--- config.mk ---
export PLATFORM = sky130hd
export DESIGN_NAME = jbi_timeout_rptr
export DESIGN_NICKNAME = d
export VERILOG_FILES = /design/src/rtl/jbi_timeout_rptr.sv
export SDC_FILE = /design/constraint.sdc
export NUM_CORES = 1
export LEC_CHECK = 0
export CAP_MARGIN = 30
export CORE_ASPECT_RATIO = 0.5
export CORE_MARGIN = 2
export CORE_UTILIZATION = 50
export CTS_CLUSTER_SIZE = 14
export DETAILED_ROUTE_END_ITERATION = 8
export DONT_BUFFER_PORTS = 1
export PLACE_DENSITY = 0.67
export SLEW_MARGIN = 15
export SYNTH_ARGS = -nofsm -noshare
export SYNTH_HDL_FRONTEND = slang
export SYNTH_SLANG_ARGS = --single-unit
--- constraint.sdc ---
create_clock -name clk -period 14.6 [get_ports clk]
set_input_delay 2.92 -clock clk [delete_from_list [all_inputs] [get_ports clk]]
set_output_delay 2.92 -clock clk [all_outputs]
set_load 0.005 [all_outputs]
--- src/rtl/jbi_timeout_rptr.sv ---
// jbi_timeout_rptr
// Collects the level error outputs of the per-JID read timeout timers. It
// detects each new timeout and queues it in a pending vector. It then presents
// pending timeouts one at a time, in round-robin order, to the error-logging
// logic over a valid/ack handshake. It also keeps a saturating event count.
//
// Ports:
//   clk            clock
//   rst_l          asynchronous active-low reset
//   tmr_error      level error per timer, bit i = JID i
//   csr_timeout_en enables capture (pend set and counting) of new timeouts
//   csr_cnt_clr    single-cycle pulse clearing err_cnt
//   rpt_vld        a timeout report is presented
//   rpt_jid        JID of the presented report
//   rpt_multi      other timeouts were pending when this report was granted
//   rpt_ack        consumer accepts the presented report
//   pend_any       registered OR of the pending vector
//   err_cnt        saturating count of accepted timeout events
module jbi_timeout_rptr #(
    parameter int NUM_TIMERS = 32,
    parameter int ID_W       = 5,
    parameter int CNT_W      = 8
) (
    input  logic                  clk,
    input  logic                  rst_l,
    input  logic [NUM_TIMERS-1:0] tmr_error,
    input  logic                  csr_timeout_en,
    input  logic                  csr_cnt_clr,
    output logic                  rpt_vld,
    output logic [ID_W-1:0]       rpt_jid,
    output logic                  rpt_multi,
    input  logic                  rpt_ack,
    output logic                  pend_any,
    output logic [CNT_W-1:0]      err_cnt
);

    localparam int PC_W  = $clog2(NUM_TIMERS + 1);
    localparam int SUM_W = ((CNT_W > PC_W) ? CNT_W : PC_W) + 1;

    localparam logic [CNT_W-1:0] CNT_MAX = '1;
    localparam logic [ID_W:0]    NUM_T   = (ID_W+1)'(NUM_TIMERS);
    localparam logic [ID_W-1:0]  LAST_ID = ID_W'(NUM_TIMERS - 1);

    localparam logic [0:0] ST_IDLE    = 1'b0;
    localparam logic [0:0] ST_PRESENT = 1'b1;

    logic [NUM_TIMERS-1:0] err_q;
    logic [NUM_TIMERS-1:0] pend;
    logic [NUM_TIMERS-1:0] rise;
    logic [NUM_TIMERS-1:0] pend_masked;
    logic [NUM_TIMERS-1:0] clr_vec;
    logic [NUM_TIMERS-1:0] pend_nxt;
    logic [ID_W-1:0]       rr_ptr;
    logic [ID_W-1:0]       gnt_idx;
    logic [ID_W:0]         srch;
    logic                  gnt_found;
    logic [0:0]            state;
    logic [CNT_W-1:0]      cnt_nxt;

    function automatic logic [PC_W-1:0] popcount(input logic [NUM_TIMERS-1:0] v);
        logic [PC_W-1:0] n;
        n = '0;
        for (int i = 0; i < NUM_TIMERS; i++) begin
            n = n + PC_W'(v[i]);
        end
        return n;
    endfunction

    // Saturating add: the counter sticks at all-ones instead of wrapping.
    function automatic logic [CNT_W-1:0] sat_add(input logic [CNT_W-1:0] a,
                                                 input logic [PC_W-1:0]  b);
        logic [SUM_W-1:0] s;
        s = SUM_W'(a) + SUM_W'(b);
        if (s > SUM_W'(CNT_MAX)) begin
            return CNT_MAX;
        end
        return s[CNT_W-1:0];
    endfunction

    assign rise    = tmr_error & ~err_q;
    assign rpt_vld = (state == ST_PRESENT);

    // Round-robin search from rr_ptr upward with wrap. The loop walks the
    // offsets from the highest down, so the nearest pending bit wins.
    always_comb begin
        gnt_found = 1'b0;
        gnt_idx   = '0;
        srch      = '0;
        for (int k = NUM_TIMERS - 1; k >= 0; k--) begin
            srch = {1'b0, rr_ptr} + (ID_W+1)'(k);
            if (srch >= NUM_T) begin
                srch = srch - NUM_T;
            end
            if (pend[srch[ID_W-1:0]]) begin
                gnt_found = 1'b1;
                gnt_idx   = srch[ID_W-1:0];
            end
        end
    end

    always_comb begin
        pend_masked          = pend;
        pend_masked[gnt_idx] = 1'b0;
    end

    // A new rise on the bit being acked in the same cycle survives the clear.
    always_comb begin
        clr_vec = '0;
        if (state == ST_PRESENT && rpt_ack) begin
            clr_vec[rpt_jid] = 1'b1;
        end
        pend_nxt = (pend & ~clr_vec) | (rise & {NUM_TIMERS{csr_timeout_en}});
    end

    always_comb begin
        cnt_nxt = err_cnt;
        if (csr_cnt_clr) begin
            cnt_nxt = '0;
        end else if (csr_timeout_en) begin
            cnt_nxt = sat_add(err_cnt, popcount(rise));
        end
    end

    always_ff @(posedge clk or negedge rst_l) begin
        if (!rst_l) begin
            err_q     <= '0;
            pend      <= '0;
            pend_any  <= 1'b0;
            err_cnt   <= '0;
            rr_ptr    <= '0;
            rpt_jid   <= '0;
            rpt_multi <= 1'b0;
            state     <= ST_IDLE;
        end else begin
            err_q    <= tmr_error;
            pend     <= pend_nxt;
            pend_any <= |pend;
            err_cnt  <= cnt_nxt;
            case (state)
                ST_IDLE: begin
                    if (gnt_found) begin
                        rpt_jid   <= gnt_idx;
                        rpt_multi <= |pend_masked;
                        state     <= ST_PRESENT;
                    end
                end
                ST_PRESENT: begin
                    if (rpt_ack) begin
                        rr_ptr <= (rpt_jid == LAST_ID) ? '0 : rpt_jid + 1'b1;
                        state  <= ST_IDLE;
                    end
                end
                default: state <= ST_IDLE;
            endcase
        end
    end

`ifndef SYNTHESIS
    a_jid_range : assert property (@(posedge clk) disable iff (!rst_l)
        {1'b0, rpt_jid} < NUM_T)
        else $error("rpt_jid out of range");

    a_rpt_stable : assert property (@(posedge clk) disable iff (!rst_l)
        (rpt_vld && !rpt_ack) |=> ($stable(rpt_jid) && $stable(rpt_multi)))
        else $error("report changed while stalled");
`endif

endmodule

======== After elaboration in Yosys (flattened, before gate mapping) ========
Index checks and enable logic that the tools add are counted.
storage, ports and cells
  bits in registers ....................... 85
  latch bits .............................. 0
  memory bits (writable) .................. 0
  bits in read-only memories .............. 0
  input port bits ......................... 37
  memories kept ........................... 0
operators by class
  add/subtract/negate cells ............... 96
  multipliers ............................. 0
  div/mod/pow operators ................... 0
  order comparisons ....................... 69
  equality and inequality tests ........... 1
  shifts and indexed selects .............. 0
  muxes and demuxes ....................... 176
  bitwise logic cells ..................... 9
  reduce and logical (&&, ||, !) cells .... 8
operator list
  operator                                              number
  two-way mux 5 bit                                     65
  < comparator 5 x 6 -> 1 bit (second input constant)   34
  >= comparator 6 bit (second input constant)           31
  binary-select mux 1 bit (select 5 bit)                32
  subtractor 5 x 1 -> 5 bit (second input constant)     32
  adder 6 x 1 -> 6 bit                                  26
  AND 32 bit                                            4
  adder 5 x 5 -> 6 bit (second input constant)          16
  inverter 32 bit                                       3
  two-way mux 1 bit                                     71
  OR reduction 32 bit                                   2
  adder 5 x 4 -> 6 bit (second input constant)          8
  two-way mux 32 bit                                    1
  two-way mux 8 bit                                     4
  OR 32 bit                                             1
  adder 5 x 3 -> 6 bit (second input constant)          4
  adder 5 x 2 -> 6 bit (second input constant)          2
  demux 1 bit (select 5 bit)                            2
  >= comparator 5 x 1 -> 1 bit (second input constant)  2
  adder 8 x 6 -> 9 bit                                  1
  > comparator 9 x 8 -> 1 bit (second input constant)   1
  adder 5 x 1 -> 6 bit                                  1
  adder 5 x 1 -> 6 bit (second input constant)          1
  >= comparator 5 x 6 -> 1 bit (second input constant)  1
  other kinds (11)                                      14

======== Logic depth before layout (Yosys ltp) ========
Gate-level depths: netlist of the first run.
  word-level depth ........................ 44
  mapped depth ............................ 25
  gate-level depth less buffers ........... 23

======== Worst setup path after synthesis of the first run ========
Ideal clock, no wire load.
  path type ............................... input-to-reg
  from .................................... input tmr_error[26]
  to ...................................... register err_cnt[0]
  data arrival time ....................... 7.871 ns
  path slack .............................. 6.635 ns
  cell stages on the path ................. 20
  path buffers ............................ 0
  path through ............................ nor2b_1 > fa_1 > inv_1 > fa_1 > inv_1 > fa_1 > inv_1 > fa_1 > fa_1 > fa_1 > fa_1 > fa_1 > nor2b_1 > o21ai_0 > a21oi_1 > o21ai_0 > nand2b_1 > a21o_1 > a21oi_1 > a211oi_1
between the ends
  longest elaborated chain between the ends .. 15
RTL lines
  item                                 line  RTL
  from (decl)                          26    input logic [NUM_TIMERS-1:0] tmr_error,
  AND 32 bit *                         80    assign rise = tmr_error & ~err_q;
  adder 6 x 1 -> 6 bit * (6 in a row)  64    n = n + PC_W'(v[i]);
  adder 8 x 6 -> 9 bit *               73    s = SUM_W'(a) + SUM_W'(b);
  > comparator 9 x 8 -> 1 bit          74    if (s > SUM_W'(CNT_MAX)) begin
  two-way mux 1 bit                    74
  two-way mux 1 bit                    119   end else if (csr_timeout_en) begin
  two-way mux 1 bit                    117   if (csr_cnt_clr) begin
  two-way mux 8 bit *                  77    return s[CNT_W-1:0];
  two-way mux 8 bit *                  119
  two-way mux 8 bit *                  117
  to (signal assigned)                 138   err_cnt <= cnt_nxt;
  to (decl)                            34    output logic [CNT_W-1:0] err_cnt
Mark *: on every way between the ends. The rest lies on a longest branch, timed or not. The select of a mux whose other input is x is not followed.
A chain may end at the register's enable or synchronous reset.

======== Final worst setup path of the first run ========
  from .................................... input tmr_error[26]
  to ...................................... register err_cnt[4]
Same word-level chain as after synthesis.

==> flow_metrics.py, run 1 <==
metrics = {
    "clocking": {
        "clkSinkCount": 85,
        "cts_tree": "yes",
        "insertion_delay_ps": 350,
        "numCtsBuffers": 9,
        "post-cts-setup-buffer-count": 0,
        "clk_pin_slew_ps": 70,
        "hold_buffers": 0,
        "ctsResizeCount": 0,
        "htreeDepth": 3,
        "clockBufferDepth": 2,
        "cts_root_buf": "clkbuf_16",
    },
    "grt": {
        "grt_pass1_vias": 11400,
        "antenna_found_initial": 1,
        "grt-ovfl-total": 0,
        "grt_max_degree": 86,
        "grtUsageTotal": 0.385,
        "grt_first_pass_wirelength_um": 73400,
    },
    "yosys": {
        "synth_ff_type": "dfrtp_1",
        "async_flop_share": 1.00,
        "synth.distinct_cells": 104,
        "synth-seq-cells": 85,
        "yosysMostFrequentCell": "nand2_1",
        "syn_inst": 1377,
        "netlist.top_cell.by_area": "dfrtp_1",
        "syn_avg_cell_area_um2": 8.89,
        "syn_area_mm2": 0.0122,
        "synth_edf_count": 0,
        "yosys_warnings": 0,
        "syn-num-nets": 1473,
        "ys_seq_area_frac": 0.174,
        "synth.area.top_cells": "dfrtp_1, mux4_2, mux2i_1, nand2_1, fa_1",
        "synth_common_cells": "nand2_1, dfrtp_1, mux2i_1, nor2_1, o21ai_0",
        "yosysTopAreaCellShare": 0.174,
    },
    "setup_path": {
        "rrSetupSlack_ps": 7200,
        "required_ps": 14840,
        "arrival_ps": 8270,
        "max_stage_delay_ps": 550,
        "cp_slowest_cell": "fa_1",
        "cp-start-kind": "primary input",
        "endpoint_kind": "flop",
        "path_max_fanout": 7,
        "path_common_cell": "fa_1",
        "cp_cell_sequence": "nor2b_1 -> fa_1 -> inv_1 -> fa_1 -> inv_1 -> fa_1 -> inv_1 -> fa_1 -> fa_1 -> fa_1 -> fa_1 -> fa_1 -> nor2b_1 -> o21ai_0 -> a21oi_1 -> o21ai_0 -> nand2b_1 -> a21o_1 -> a21oi_1 -> a211oi_1",
        "worst-setup-path-type": "in -> reg",
    },
    "layout": {
        "area_growth_syn_to_layout_pct": 2.04,
        "finalNetCount": 1391,
        "final_layout_size_suffix_gt1_frac": 0.143,
        "fin_util": 0.520,
    },
    "detailed_routing": {
        "antenna_left": 0,
        "viasPerCell": 7.41,
        "wl_per_cell_um": 30.4,
        "routed_wl_um": 49100,
        "drtIter0Drc": 1551,
        "vias": 12000,
        "drcViolationCount": 0,
        "drt_pre_antenna_iters": 5,
    },
    "floorplanning": {
        "io_pins": 53,
        "dieArea_mm2": 0.0258,
        "core_mm2": 0.0240,
        "die_x_um": 225,
        "initial_core_util": 0.510,
        "rows": 40,
        "die_h_um": 115,
    },
    "min_path": {
        "min_path_type": "reg -> reg",
    },
    "sta": {
        "tightestPinTransition_ps": 962,
        "fin_crit_sh": 0.550,
        "drv_slew": 0,
        "fin_tns_setup_ps": 0,
        "max_freq_ghz": 0.125,
        "finalClockSkew_ps": 6.06,
        "fin_crit_ps": 8030,
        "setup_viol": 0,
        "finalHoldViolations": 0,
        "relSlewSlack": 0.359,
        "rsz0062_at_grt": "false",
    },
    "run": {
        "cap_violations": 0,
    },
    "placement": {
        "gp_congestion": 1.03,
        "port_buffers": 0,
        "hpwl_um": 36600,
    },
    "run_status": {
        "status": "finished clean",
    },
}
flip-flops by register name, summed over array words and instances, names as in the netlist:
signal / flops
pend_any: 1
rpt_multi: 1
rr_ptr: 5
rpt_vld: 1
err_q: 32
pend: 32
rpt_jid: 5
err_cnt: 8
stage by stage:
| step | instance area [µm²] | instances | setup slack, ps | hold WS (ps) |
|---|---|---|---|---|
| 2_1_floorplan | 12200 | 1377 | 6630 | 524 |
| 3_3_place_gp | 12200 | 1598 | 6310 | 552 |
| 3_5_place_dp | 12200 | 1599 | 6240 | 552 |
| 4_1_cts | 12500 | 1615 | 6580 | 552 |
| 5_1_grt | 12500 | 1615 | 6340 | 614 |
| 6_report | 12500 | 1616 | 6570 | 552 |
routing by layer:
metal / vias to the layer above / GRT usage / routed length [µm]
li1: 5102 / - / -
met1: 5941 / 0.535 / 20300
met2: 806 / 0.568 / 20500
met3: 128 / 0.103 / 6020
met4: 0 / 0.163 / 2200
met5: - / 0 / 0
kinds of logic (layout without fill, tap and decap cells):
| group | count (synthesis) | in the layout | share of synthesized area |
|---|---|---|---|
| AO/OA/AOI/OAI | 368 | 368 | 0.217 |
| other | 0 | 1 | 0 |
| AND/OR/NAND/NOR | 472 | 472 | 0.194 |
| buffers and inverters | 154 | 77 | 0.0619 |
| flip-flops | 85 | 85 | 0.174 |
| adder cells (fa/ha/maj) | 59 | 59 | 0.0762 |
| XOR/XNOR | 35 | 35 | 0.0330 |
| multiplexers | 204 | 204 | 0.243 |
worst max-delay path: cells and delay by family:
family	cells	cell delay [ps]
AO/OA/AOI/OAI	6	1010
AND/OR/NAND/NOR	3	390
buffers and inverters	3	170
adder cells (fa/ha/maj)	8	3780
cell type report:
cell class              instances  area, µm²
fillers                      2224      11500
multi-input cells            1138       9360
flip-flops and latches         85       2140
well taps                     315        394
clock buffers                   9        225
inverters                      45        171
repair buffers                 16        123
clock inverters                 7       81.3
diodes                          1       2.50
worst paths after layout:
path                                  startpoint  cells after the start                endpoint
min                          err_q[10]$_DFF_PN0_                      2      pend[10]$_DFF_PN0_
max reg2reg                rr_ptr[1]$_DFFE_PN0P_                     17   rpt_multi$_DFFE_PN0P_
max in group asynchronous                  rst_l                      0      pend[17]$_DFF_PN0_
max                                tmr_error[26]                     20  err_cnt[4]$_DFFE_PN0P_
min reg2reg                  err_q[10]$_DFF_PN0_                      2      pend[10]$_DFF_PN0_
min in group asynchronous                  rst_l                      0  err_cnt[7]$_DFFE_PN0P_
cell usage in the layout (no fill, tap or decap), types with 12 or more instances in the layout:
cell type	n
nand2_1	141
nor2_1	84
mux2i_1	84
dfrtp_1	80
o21ai_0	78
mux4_2	67
inv_1	40
nand3_1	40
a21oi_1	40
nand2b_1	39
mux2_2	37
o22ai_1	34
nor3_1	33
ha_1	33
fa_1	26
nor2b_1	25
a211oi_1	23
nor4_1	17
xnor2_1	17
a22o_1	16
buf_4	15
a31oi_1	14
nand4_1	13
or3_1	12
o22a_1	12
Power of run 1 is left out: the tool's default activity adds up to more than one toggle a clock period on the data nets, which glitch-free logic cannot reach.
==> run 2, diff against run 1 <==
==> constraint.sdc (replaced) <==
create_clock -name clk -period 7.9 [get_ports clk]
set_input_delay 1.58 -clock clk [delete_from_list [all_inputs] [get_ports clk]]
set_output_delay 1.58 -clock clk [all_outputs]
set_load 0.005 [all_outputs]
==> flow_metrics.py, run 2 (same netlist as run 1, synthesis figures left out) <==
metrics = {
    "run_status": {
        "status": "finished clean",
    },
    "layout": {
        "area_growth_syn_to_layout_pct": 2.74,
        "antennaDiodeCount": 0,
        "final_common_cell": "nand2_1",
        "final_layout_size_suffix_gt1_frac": 0.149,
        "reg_top3": "err_q x32, pend x32, err_cnt x8",
        "most-common-layout-cells": "nand2_1, nor2_1, mux2i_1",
        "finalNetCount": 1400,
    },
    "setup_path": {
        "rr_startpoint": "rr_ptr[0]$_DFFE_PN0P_",
        "cp_cell_sequence": "inv_4 -> ha_1 -> nand2b_1 -> nand2_1 -> o21ai_0 -> o22ai_1 -> nor2_1 -> o41ai_1 -> a211o_1 -> a2111oi_0 -> buf_4 -> a211oi_1 -> nand3_1 -> or3_1 -> a221o_1 -> nor4_1 -> a31oi_1",
        "path_max_fanout": 33,
        "critPathLaunch": "rr_ptr[0]$_DFFE_PN0P_",
        "required_ps": 8120,
        "worst-path-buf-inv": 2,
        "cp_top_family": "compound AO/OA/AOI/OAI gates",
        "crit_path_end": "rpt_multi$_DFFE_PN0P_",
        "cp-start-kind": "flop",
        "worst-r2r-cell-count": 17,
        "worst-setup-path-type": "reg -> reg",
        "cp.depth": 17,
        "r2r-end": "rpt_multi$_DFFE_PN0P_",
        "cp_slowest_cell": "a211oi_1",
        "arrival_ps": 7110,
        "max_stage_delay_ps": 700,
        "rrSetupSlack_ps": 1020,
        "endpoint_kind": "flop",
    },
    "sta": {
        "drv_slew": 0,
        "setup_viol": 0,
        "tightestPinTransition_ps": 994,
        "finalHoldViolations": 0,
        "finalClockSkew_ps": 5.63,
        "fin_crit_ps": 6880,
        "max_freq_ghz": 0.145,
        "fin_tns_setup_ps": 0,
        "fin_crit_sh": 0.871,
        "rsz0062_at_grt": "false",
        "relSlewSlack": 0.335,
    },
    "grt": {
        "grtUsageTotal": 0.384,
        "grt_first_pass_wirelength_um": 72900,
        "grt_pass1_vias": 11400,
        "grt_max_degree": 86,
        "antenna_found_initial": 0,
        "grt-ovfl-total": 0,
    },
    "detailed_routing": {
        "viasPerCell": 7.44,
        "vias": 12100,
        "antenna_left": 0,
        "wl_per_cell_um": 30.5,
        "drcViolationCount": 0,
        "drt_pre_antenna_iters": 6,
        "drtIter0Drc": 1900,
        "routed_wl_um": 49500,
    },
    "clocking": {
        "insertion_delay_ps": 340,
        "ctsResizeCount": 0,
        "cts_root_buf": "clkbuf_16",
        "clockBufferDepth": 2,
        "post-cts-setup-buffer-count": 0,
        "htreeDepth": 3,
        "clkSinkCount": 85,
        "clk_pin_slew_ps": 70,
        "cts_tree": "yes",
        "hold_buffers": 0,
        "numCtsBuffers": 9,
    },
    "run": {
        "cap_violations": 0,
    },
    "placement": {
        "hpwl_um": 37400,
        "port_buffers": 0,
        "gp_congestion": 0.974,
    },
    "floorplanning": {
        "die_x_um": 225,
        "initial_core_util": 0.510,
        "dieArea_mm2": 0.0258,
        "core_mm2": 0.0240,
        "die_h_um": 115,
        "rows": 40,
        "io_pins": 53,
    },
    "min_path": {
        "hp-start": "err_q[10]$_DFF_PN0_",
        "min_path_type": "reg -> reg",
    },
}
[run 2: cell types whose count changed in the layout (fill, tap and decap cells not counted), sizes merged]
cell	before	now
buf	15	25
clkinv	4	3
clkdlybuf4s18	1	0
diode	1	0
bufinv	1	2
[run 2: per-layer routing]
layer | vias to the layer above | track usage | share of wire
li1 | 5129 | - | -
met1 | 5998 | 0.522 | 0.41
met2 | 834 | 0.587 | 0.43
met3 | 126 | 0.102 | 0.12
met4 | 0 | 0.150 | 0.036
met5 | - | 0 | 0
[run 2: worst min path at each step]
stage,endpoint,cells past startpoint
3_5_place_dp,pend[10]$_DFF_PN0_,2
4_1_cts,pend[10]$_DFF_PN0_,2
5_1_grt,pend[10]$_DFF_PN0_,2
6_report,pend[10]$_DFF_PN0_,2
3_3_place_gp,pend[10]$_DFF_PN0_,2
2_1_floorplan,pend[10]$_DFF_PN0_,2
[run 2: worst register-to-register path, delay by kind of cell, from the launching register on]
family / cells / cell delay (ps)
AOI/OAI and AO/OA: 8 / 2880
and+or+nand+nor: 6 / 2140
DFF: 1 / 660
buffers and inverters: 2 / 620
adders and majority gates: 1 / 480
[run 2: area by class of cell]
cell class	instances	area, µm²
Multi-Input combinational cell	1138	9360
Clock inverter	7	104
Fill cell	2250	11400
Sequential cell	85	2140
Tap cell	315	394
Clock buffer	9	225
Inverter	45	171
Timing Repair Buffer	25	188
[run 2: per-stage QoR]
step / area (µm²) / std cells / setup slack [ps] / hold WS [ps] / utilization
2_1_floorplan: 12200 / 1377 / 1270 / 524 / -
3_3_place_gp: 12200 / 1607 / 966 / 545 / 0.510
3_5_place_dp: 12200 / 1607 / 868 / 551 / 0.510
4_1_cts: 12600 / 1623 / 1240 / 562 / 0.523
5_1_grt: 12600 / 1624 / 847 / 580 / 0.524
6_report: 12600 / 1624 / 1020 / 567 / 0.524
Power of run 2 is left out for the same reason.
==> run 3, diff against run 2 <==
--- a/config.mk
+++ b/config.mk
@@ -8,11 +8,11 @@
 export CAP_MARGIN = 30
 export CORE_ASPECT_RATIO = 0.5
 export CORE_MARGIN = 2
-export CORE_UTILIZATION = 50
+export CORE_UTILIZATION = 60
 export CTS_CLUSTER_SIZE = 14
 export DETAILED_ROUTE_END_ITERATION = 8
 export DONT_BUFFER_PORTS = 1
-export PLACE_DENSITY = 0.67
+export PLACE_DENSITY = 0.78
 export SLEW_MARGIN = 15
 export SYNTH_ARGS = -nofsm -noshare
 export SYNTH_HDL_FRONTEND = slang
==> constraint.sdc (replaced) <==
create_clock -name clk -period 7.9 [get_ports clk]
set_input_delay 1.185 -clock clk [delete_from_list [all_inputs] [get_ports clk]]
set_output_delay 1.185 -clock clk [all_outputs]
set_load 0.005 [all_outputs]
==> flow_metrics.py, run 3 (same netlist as run 1, synthesis figures left out) <==
metrics = {
    "placement": {
        "hpwl_um": 35700,
        "gp_congestion": 1.06,
        "dp.cells": 1555,
        "port_buffers": 0,
    },
    "detailed_routing": {
        "routed_wl_um": 48700,
        "vias": 12500,
        "antenna_left": 0,
        "drcViolationCount": 0,
        "viasPerCell": 7.94,
        "wl_per_cell_um": 31.0,
        "drt_pre_antenna_iters": 6,
        "drtIter0Drc": 1715,
    },
    "sta": {
        "fin_crit_sh": 0.871,
        "relSlewSlack": 0.360,
        "fin_tns_setup_ps": 0,
        "finalClockSkew_ps": 3.87,
        "rsz0062_at_grt": "false",
        "finalHoldViolations": 0,
        "fin_crit_ps": 6880,
        "tightestPinTransition_ps": 951,
        "drv_slew": 0,
        "max_freq_ghz": 0.145,
        "setup_viol": 0,
    },
    "setup_path": {
        "r2r-end": "rpt_multi$_DFFE_PN0P_",
        "endpoint_kind": "flop",
        "rrSetupSlack_ps": 1020,
        "cp-start-kind": "flop",
        "arrival_ps": 7100,
        "rr_startpoint": "rr_ptr[1]$_DFFE_PN0P_",
        "worst-r2r-cell-count": 18,
        "worst-setup-path-type": "reg -> reg",
        "critPathLaunch": "rr_ptr[1]$_DFFE_PN0P_",
        "crit_path_end": "rpt_multi$_DFFE_PN0P_",
        "required_ps": 8120,
        "path_max_fanout": 55,
    },
    "grt": {
        "use_met1": 0.594,
        "use_met2": 0.651,
        "grt_pass1_vias": 12000,
        "antenna_found_initial": 1,
        "grtUsageTotal": 0.455,
        "grt-ovfl-total": 0,
        "grt_max_degree": 86,
        "top_usage_layer": "met2",
        "met3_usage": 0.181,
        "grt_first_pass_wirelength_um": 73100,
    },
    "clocking": {
        "insertion_delay_ps": 340,
        "numCtsBuffers": 9,
        "post-cts-setup-buffer-count": 0,
        "clk_pin_slew_ps": 60,
        "ctsResizeCount": 0,
        "clkSinkCount": 85,
        "hold_buffers": 0,
        "clockBufferDepth": 2,
        "htreeDepth": 3,
        "cts_root_buf": "clkbuf_16",
        "cts_tree": "yes",
    },
    "floorplanning": {
        "io_pins": 53,
        "core_mm2": 0.0197,
        "die_h_um": 105,
        "dieArea_mm2": 0.0216,
        "initial_core_util": 0.621,
        "rows": 36,
        "die_x_um": 206,
    },
    "layout": {
        "reg_top3": "err_q x32, pend x32, err_cnt x8",
        "final_common_cell": "nand2_1",
        "final_layout_size_suffix_gt1_frac": 0.147,
        "fin_util": 0.633,
        "finalNetCount": 1397,
        "area_growth_syn_to_layout_pct": 1.95,
        "fin_cells": 1573,
        "most-common-layout-cells": "nand2_1, nor2_1, mux2i_1",
    },
    "run": {
        "cap_violations": 0,
    },
    "min_path": {
        "min_path_type": "in -> async",
    },
    "run_status": {
        "status": "finished clean",
    },
}
run 3: cell types whose count changed in the layout (fill, tap and decap cells not counted), sizes merged:
| cell | before | now |
|---|---|---|
| buf | 25 | 22 |
| clkinv | 3 | 5 |
| inv | 47 | 45 |
| bufinv | 2 | 1 |
| clkinvlp | 0 | 1 |
| diode | 0 | 1 |
run 3: per-layer routing:
layer	vias to the layer above	share of wire	wire, µm
met5	-	0	0
met3	241	0.17	8040
met4	0	0.057	2760
met1	6059	0.36	17500
li1	5112	-	-
met2	1083	0.42	20400
run 3: metrics by stage:
stage / area, µm² / setup WS [ps] / hold slack [ps]
CTS: 12500 / 1390 / 525
floorplan: 12200 / 1670 / 524
finish: 12500 / 1020 / 528
global placement: 12100 / 1380 / 553
global route: 12500 / 747 / 522
detailed placement: 12200 / 1170 / 570
run 3: worst min-delay path by stage:
stage | endpoint | slack (ps)
final | err_cnt[7]$_DFFE_PN0P_ | 530
after global routing | err_cnt[7]$_DFFE_PN0P_ | 520
after CTS | err_q[0]$_DFF_PN0_ | 530
after detailed placement | rr_ptr[1]$_DFFE_PN0P_ | 570
after global placement | pend[4]$_DFF_PN0_ | 550
after floorplan | pend[10]$_DFF_PN0_ | 520
run 3: cell type report:
type / instances / area [µm²]
multi-input cells: 1138 / 9360
fillers: 1655 / 7240
flip-flops and latches: 85 / 2140
well taps: 266 / 333
clock buffers: 9 / 225
repair buffers: 22 / 180
inverters: 45 / 171
clock inverters: 7 / 73.8
diodes: 1 / 2.50
run 3: critical path: stages (launching register included):
cell       delay [ps]
dfrtp_4           440
buf_4             410
buf_4             750
mux2i_1           290
mux4_2            640
o22ai_1           330
a221oi_1          140
buf_2             230
a2111oi_0         390
o211ai_1          230
a211oi_1          360
a2111oi_0         110
buf_4             170
a211oi_1          720
nand3_1           310
or3_1             390
a221o_1           300
nor4_1            340
a31oi_1           140
Power of run 3 is left out for the same reason.
